[src/rtl/pipe_hazard_ctrl.sv]
// Hazard and stall controller for a 5-stage MIPS pipeline.
// Sequences load-use bubbles, multi-cycle data-memory waits with a
// timeout, and MEM-stage taken-branch flushes. It drives the pipeline
// register enables and clears, and keeps saturating stall/flush counters.
//
// Handshake: the data memory is busy while EX/MEM holds a load or store
// and mem_ready_i is low. mem_ready_i high means the access completes in
// this cycle. No valid/ready pair exists beyond that single level signal.
module pipe_hazard_ctrl #(
  parameter int CNT_W       = 16,
  parameter int WAIT_W      = 8,
  parameter int MEM_TIMEOUT = 200
) (
  input  logic             clk_i,
  input  logic             rst_i,
  input  logic [4:0]       ifid_rs_i,
  input  logic [4:0]       ifid_rt_i,
  input  logic             idex_memread_i,
  input  logic [4:0]       idex_rt_i,
  input  logic             exmem_branch_i,
  input  logic             exmem_zero_i,
  input  logic             exmem_memread_i,
  input  logic             exmem_memwrite_i,
  input  logic             mem_ready_i,
  output logic             pc_write_o,
  output logic             pc_src_o,
  output logic             ifid_write_o,
  output logic             ifid_flush_o,
  output logic             idex_hold_o,
  output logic             idex_flush_o,
  output logic             exmem_hold_o,
  output logic             exmem_flush_o,
  output logic             err_o,
  output logic [CNT_W-1:0] stall_cnt_o,
  output logic [CNT_W-1:0] flush_cnt_o,
  output logic [1:0]       dbg_state_o
);

  typedef enum logic [1:0] {
    ST_RUN      = 2'd0,
    ST_LU_STALL = 2'd1,
    ST_MEM_WAIT = 2'd2,
    ST_HALT     = 2'd3
  } state_t;

  localparam logic [WAIT_W-1:0] TIMEOUT_LAST = WAIT_W'(MEM_TIMEOUT - 1);

  state_t            r_state;
  state_t            w_next;
  logic [WAIT_W-1:0] r_wait_cnt;
  logic              r_err;
  logic [CNT_W-1:0]  r_stall_cnt;
  logic [CNT_W-1:0]  r_flush_cnt;

  logic w_mem_busy;
  logic w_br_taken;
  logic w_lu_hit;
  logic w_lu_eff;
  logic w_active;
  logic w_flush_evt;

  logic w_pc_write;
  logic w_pc_src;
  logic w_ifid_write;
  logic w_ifid_flush;
  logic w_idex_hold;
  logic w_idex_flush;
  logic w_exmem_hold;
  logic w_exmem_flush;

  // Hazard decode from the pipeline register contents.
  always_comb begin
    w_mem_busy  = (exmem_memread_i | exmem_memwrite_i) & ~mem_ready_i;
    w_br_taken  = exmem_branch_i & exmem_zero_i;
    w_lu_hit    = idex_memread_i & (idex_rt_i != 5'd0) &
                  ((idex_rt_i == ifid_rs_i) | (idex_rt_i == ifid_rt_i));
    // ID/EX already carries the bubble while in LU_STALL, so a second
    // stall for the same pair would cost an extra cycle.
    w_lu_eff    = w_lu_hit & (r_state != ST_LU_STALL);
    w_active    = (r_state != ST_HALT);
    w_flush_evt = w_active & ~w_mem_busy & w_br_taken;
  end

  // State register; reset abandons any stall or wait in progress.
  always_ff @(posedge clk_i or negedge rst_i) begin
    if (!rst_i) begin
      r_state <= ST_RUN;
    end else begin
      r_state <= w_next;
    end
  end

  // Next-state selection in priority order: memory busy, branch, load-use.
  always_comb begin
    w_next = ST_RUN;
    if (r_state == ST_HALT) begin
      w_next = ST_HALT;
    end else if (w_mem_busy) begin
      w_next = (r_wait_cnt == TIMEOUT_LAST) ? ST_HALT : ST_MEM_WAIT;
    end else if (w_br_taken) begin
      w_next = ST_RUN;
    end else if (w_lu_eff) begin
      w_next = ST_LU_STALL;
    end else begin
      w_next = ST_RUN;
    end
  end

  // Control outputs: zero-latency from state and inputs, forced in reset.
  always_comb begin
    w_pc_write    = 1'b1;
    w_pc_src      = 1'b0;
    w_ifid_write  = 1'b1;
    w_ifid_flush  = 1'b0;
    w_idex_hold   = 1'b0;
    w_idex_flush  = 1'b0;
    w_exmem_hold  = 1'b0;
    w_exmem_flush = 1'b0;
    if (!rst_i) begin
      w_pc_write    = 1'b0;
      w_ifid_write  = 1'b0;
      w_ifid_flush  = 1'b1;
      w_idex_flush  = 1'b1;
      w_exmem_flush = 1'b1;
    end else if (!w_active || w_mem_busy) begin
      // Freeze: every stage keeps its contents.
      w_pc_write   = 1'b0;
      w_ifid_write = 1'b0;
      w_idex_hold  = 1'b1;
      w_exmem_hold = 1'b1;
    end else if (w_br_taken) begin
      // Redirect fetch and squash the three younger instructions.
      w_pc_write    = 1'b1;
      w_pc_src      = 1'b1;
      w_ifid_flush  = 1'b1;
      w_idex_flush  = 1'b1;
      w_exmem_flush = 1'b1;
    end else if (w_lu_eff) begin
      // Hold PC and IF/ID, push a bubble into ID/EX.
      w_pc_write   = 1'b0;
      w_ifid_write = 1'b0;
      w_idex_flush = 1'b1;
    end
  end

  // Memory-wait counter: counts consecutive busy cycles, frozen in HALT.
  always_ff @(posedge clk_i or negedge rst_i) begin
    if (!rst_i) begin
      r_wait_cnt <= '0;
    end else if (w_active) begin
      if (w_mem_busy) begin
        r_wait_cnt <= r_wait_cnt + 1'b1;
      end else begin
        r_wait_cnt <= '0;
      end
    end
  end

  // Sticky timeout flag, set on the edge that enters HALT.
  always_ff @(posedge clk_i or negedge rst_i) begin
    if (!rst_i) begin
      r_err <= 1'b0;
    end else if (w_next == ST_HALT) begin
      r_err <= 1'b1;
    end
  end

  // Stall counter: every edge with PC held, saturating at all ones.
  always_ff @(posedge clk_i or negedge rst_i) begin
    if (!rst_i) begin
      r_stall_cnt <= '0;
    end else if (!w_pc_write && (r_stall_cnt != {CNT_W{1'b1}})) begin
      r_stall_cnt <= r_stall_cnt + 1'b1;
    end
  end

  // Flush counter: one per taken-branch flush, saturating at all ones.
  always_ff @(posedge clk_i or negedge rst_i) begin
    if (!rst_i) begin
      r_flush_cnt <= '0;
    end else if (w_flush_evt && (r_flush_cnt != {CNT_W{1'b1}})) begin
      r_flush_cnt <= r_flush_cnt + 1'b1;
    end
  end

  assign pc_write_o    = w_pc_write;
  assign pc_src_o      = w_pc_src;
  assign ifid_write_o  = w_ifid_write;
  assign ifid_flush_o  = w_ifid_flush;
  assign idex_hold_o   = w_idex_hold;
  assign idex_flush_o  = w_idex_flush;
  assign exmem_hold_o  = w_exmem_hold;
  assign exmem_flush_o = w_exmem_flush;
  assign err_o         = r_err;
  assign stall_cnt_o   = r_stall_cnt;
  assign flush_cnt_o   = r_flush_cnt;
  assign dbg_state_o   = r_state;

endmodule

[config.mk]
export PLATFORM = sky130hd
export DESIGN_NAME = pipe_hazard_ctrl
export DESIGN_NICKNAME = d
export VERILOG_FILES = /design/src/rtl/pipe_hazard_ctrl.sv
export SDC_FILE = /design/constraint.sdc
export NUM_CORES = 1
export LEC_CHECK = 0
export CAP_MARGIN = 40
export CORE_ASPECT_RATIO = 0.8
export CORE_MARGIN = 2
export CORE_UTILIZATION = 30
export CTS_CLUSTER_DIAMETER = 30
export DETAILED_ROUTE_END_ITERATION = 8
export DONT_BUFFER_PORTS = 1
export GPL_TIMING_DRIVEN = 0
export REMOVE_ABC_BUFFERS = 1
export SYNTH_ARGS = -nofsm -noshare
export SYNTH_HDL_FRONTEND = slang
export SYNTH_SLANG_ARGS = --single-unit
export TNS_END_PERCENT = 30
[constraint.sdc]
create_clock -name clk_i -period 4.5 [get_ports clk_i]
set_input_delay 0.675 -clock clk_i [delete_from_list [all_inputs] [get_ports clk_i]]
set_output_delay 0.675 -clock clk_i [all_outputs]
set_load 0.01 [all_outputs]
==> results.toml <==
[setup_path]
ff2ff_path_depth = 6
arrival_ns = 2.02
critPathRequiredTime_ns = 3.83
critPathLaunchType = "input pin"
r2r_start = "dbg_state_o[0]"
cp-startpoint = "idex_rt_i[4]"
r2r_end = "stall_cnt_o[1]"
cp-end-kind = "output pin"
crit_path_end = "idex_flush_o"
path_max_fanout = 3
rrSetupSlack_ns = 2.23
crit_type = "input pin to output pin"

[cts]
cts_tree = "built"
cts_resized = 0
cts-htree-levels = 2
clkLatencyLatePin_ns = 0.29
post-cts-setup-buffers = 0
cts-root-buf = "clkbuf_8"
hold_buffers = 0
cts_buffer_depth = 2
path_clk_slew_ns = 0.09
cts_made_buffers = 5
cts_sinks = 43

[grt]
antenna_found_initial = 0
gr-total-overflow = 0
grt_pass1_vias = 1582
gr-usage-all-layers = 0.116
grt_pass1_wl_um = 7560
grt_max_degree = 49

[synth]
synth_compound_area_frac = 0.0604
synth_top_family_by_area = "simple AND/OR/NAND/NOR gates"
synthArstFlopShare = 1.00
synth_simple_gate_area_share = 0.249
synthMuxAreaShare = 0.0165
syn_area_um2 = 2280
synthFlopType = "dfrtp_1"
synthTopCellsByArea = "dfrtp_1, xnor2_1, xor2_1"
ys_warn_count = 0
synth_edf_count = 0
synthAdderAreaFrac = 0.0165
synth-seq-cells = 43
synth_top_area_cell = "dfrtp_1"
synth_commonest_cells = "dfrtp_1, nand2_1, xnor2_1"
synth_cell_type_count = 38
synth_xor_area_frac = 0.154
synth_area_per_cell_um2 = 9.77
ys_seq_area_frac = 0.473
yosysMostFrequentCell = "dfrtp_1"
yosysTopAreaCellShare = 0.473
synthCells = 233

[sta]
timing.slew.headroom = 0.598
worst_pin_slew_ns = 0.601
rsz0062_at_grt = "false"
report.final.slew_viol_count = 0
worst_clock_skew_ns = 0.00531
period_share = 0.598
max_freq_ghz = 0.371
final_hold_viol_count = 0
period_minus_slack_ns = 2.69
tns_ns = 0
finalSetupViolCount = 0

[layout]
seq_area_um2 = 1080
area_growth_pct = 8.46
utilization = 0.334
fillers = 762
diodes = 0
fin_nets = 259
drive_gt1_frac = 0.0812
design_area_um2 = 2470
multi_input_area_um2 = 1130
fin_cells = 339

[floorplan]
floorplan.die.height_um = 81.9
rows = 28
ios = 66
initial_core_util = 0.308
core_um2 = 7390
die_area_um2 = 8310
die_x_um = 101

[placed_design]
port_buffers = 0
gp_congestion = 0.762
placedCellCount = 331
place_area_um2 = 2360
dp.final_hpwl_um = 3220

[detailed_routing]
viasPerCell = 4.77
drc_errors = 0
ant_nets = 0
wl_per_cell_um = 13.2
drt_iter0_drc = 56
vias = 1617
wl_um = 4490
drt_pass1_iterations = 4

[power_and_ir_drop]
p_total_w = 0.00116
ir_drop_mv = 0.255
p_per_area_nw_per_um2 = 471
p_leak_nw = 1.03

[run_status]
status = "completed"

[flow_run]
max_cap_violations = 0

[hold_path]
min_path_type = "input pin to async pin"
critical path, cell delays in order:
cell and delay (ns):
xnor2_1 0.14, nand3_1 0.09, o22ai_1 0.33, or4b_2 0.62, nand3_1 0.16
power by group:
group / internal [W] / switching, W
Clock: 0.000165 / 0.000135
Combinational: 0.000102 / 0.000102
Sequential: 0.000478 / 0.000181
per-stage QoR:
step | hold slack, ns | setup slack, ns
2_1_floorplan | 0.379 | 1.90
3_3_place_gp | 0.381 | 1.82
3_5_place_dp | 0.381 | 1.81
4_1_cts | 0.0462 | 1.79
5_1_grt | 0.0349 | 1.66
6_report | 0.0656 | 1.81
flip-flops by register name, summed over array words and instances (netlist names):
| signal | count |
|---|---|
| dbg_state_o | 2 |
| err_o | 1 |
| flush_cnt_o | 16 |
| r_wait_cnt | 8 |
| stall_cnt_o | 16 |
logic make-up (layout without fill, tap and decap cells):
logic type,count (synthesis),in the layout
buf+inv,12,13
xor+xnor,40,40
fa+ha+maj,3,3
compound gates,21,21
mux,3,3
simple gates,111,111
flops,43,43
metal layers:
layer | GRT usage | wire, um | vias to the layer above
met3 | 0.0468 | 355 | 7
met2 | 0.174 | 1990 | 43
met4 | 0.0446 | 69 | 0
li1 | - | - | 801
met1 | 0.150 | 2080 | 766
met5 | 0 | 0 | -
layout by cell type, fill, tap and decap left out, drive strengths merged, types with 2 or more instances in the layout:
cell,instances
ha,3
o21ai,9
o21bai,2
clkbuf,5
mux2,3
xnor2,23
xor2,17
clkinv,2
dfrtp,43
and2,5
or3,2
nor2,13
nand3,22
nand4,10
nor3,19
inv,5
nand2,31
and3,4
a21oi,5
worst min path at each step:
stage / cells after the start / startpoint / end
after CTS: 0 / rst_i / flush_cnt_o[2]
final: 0 / rst_i / flush_cnt_o[7]
after global placement: 0 / rst_i / stall_cnt_o[12]
after global routing: 0 / rst_i / flush_cnt_o[7]
after detailed placement: 0 / rst_i / stall_cnt_o[15]
after floorplan: 0 / rst_i / dbg_state_o[0]
cell type report:
class / instances / share of cell area
Clock buffer: 5 / 0.0279
Inverter: 5 / 0.00760
Tap cell: 105 / 0.0532
Clock inverter: 3 / 0.0177
Sequential cell: 43 / 0.436
Multi-Input combinational cell: 178 / 0.458
No activity file was read; power rests on OpenSTA's default activity.
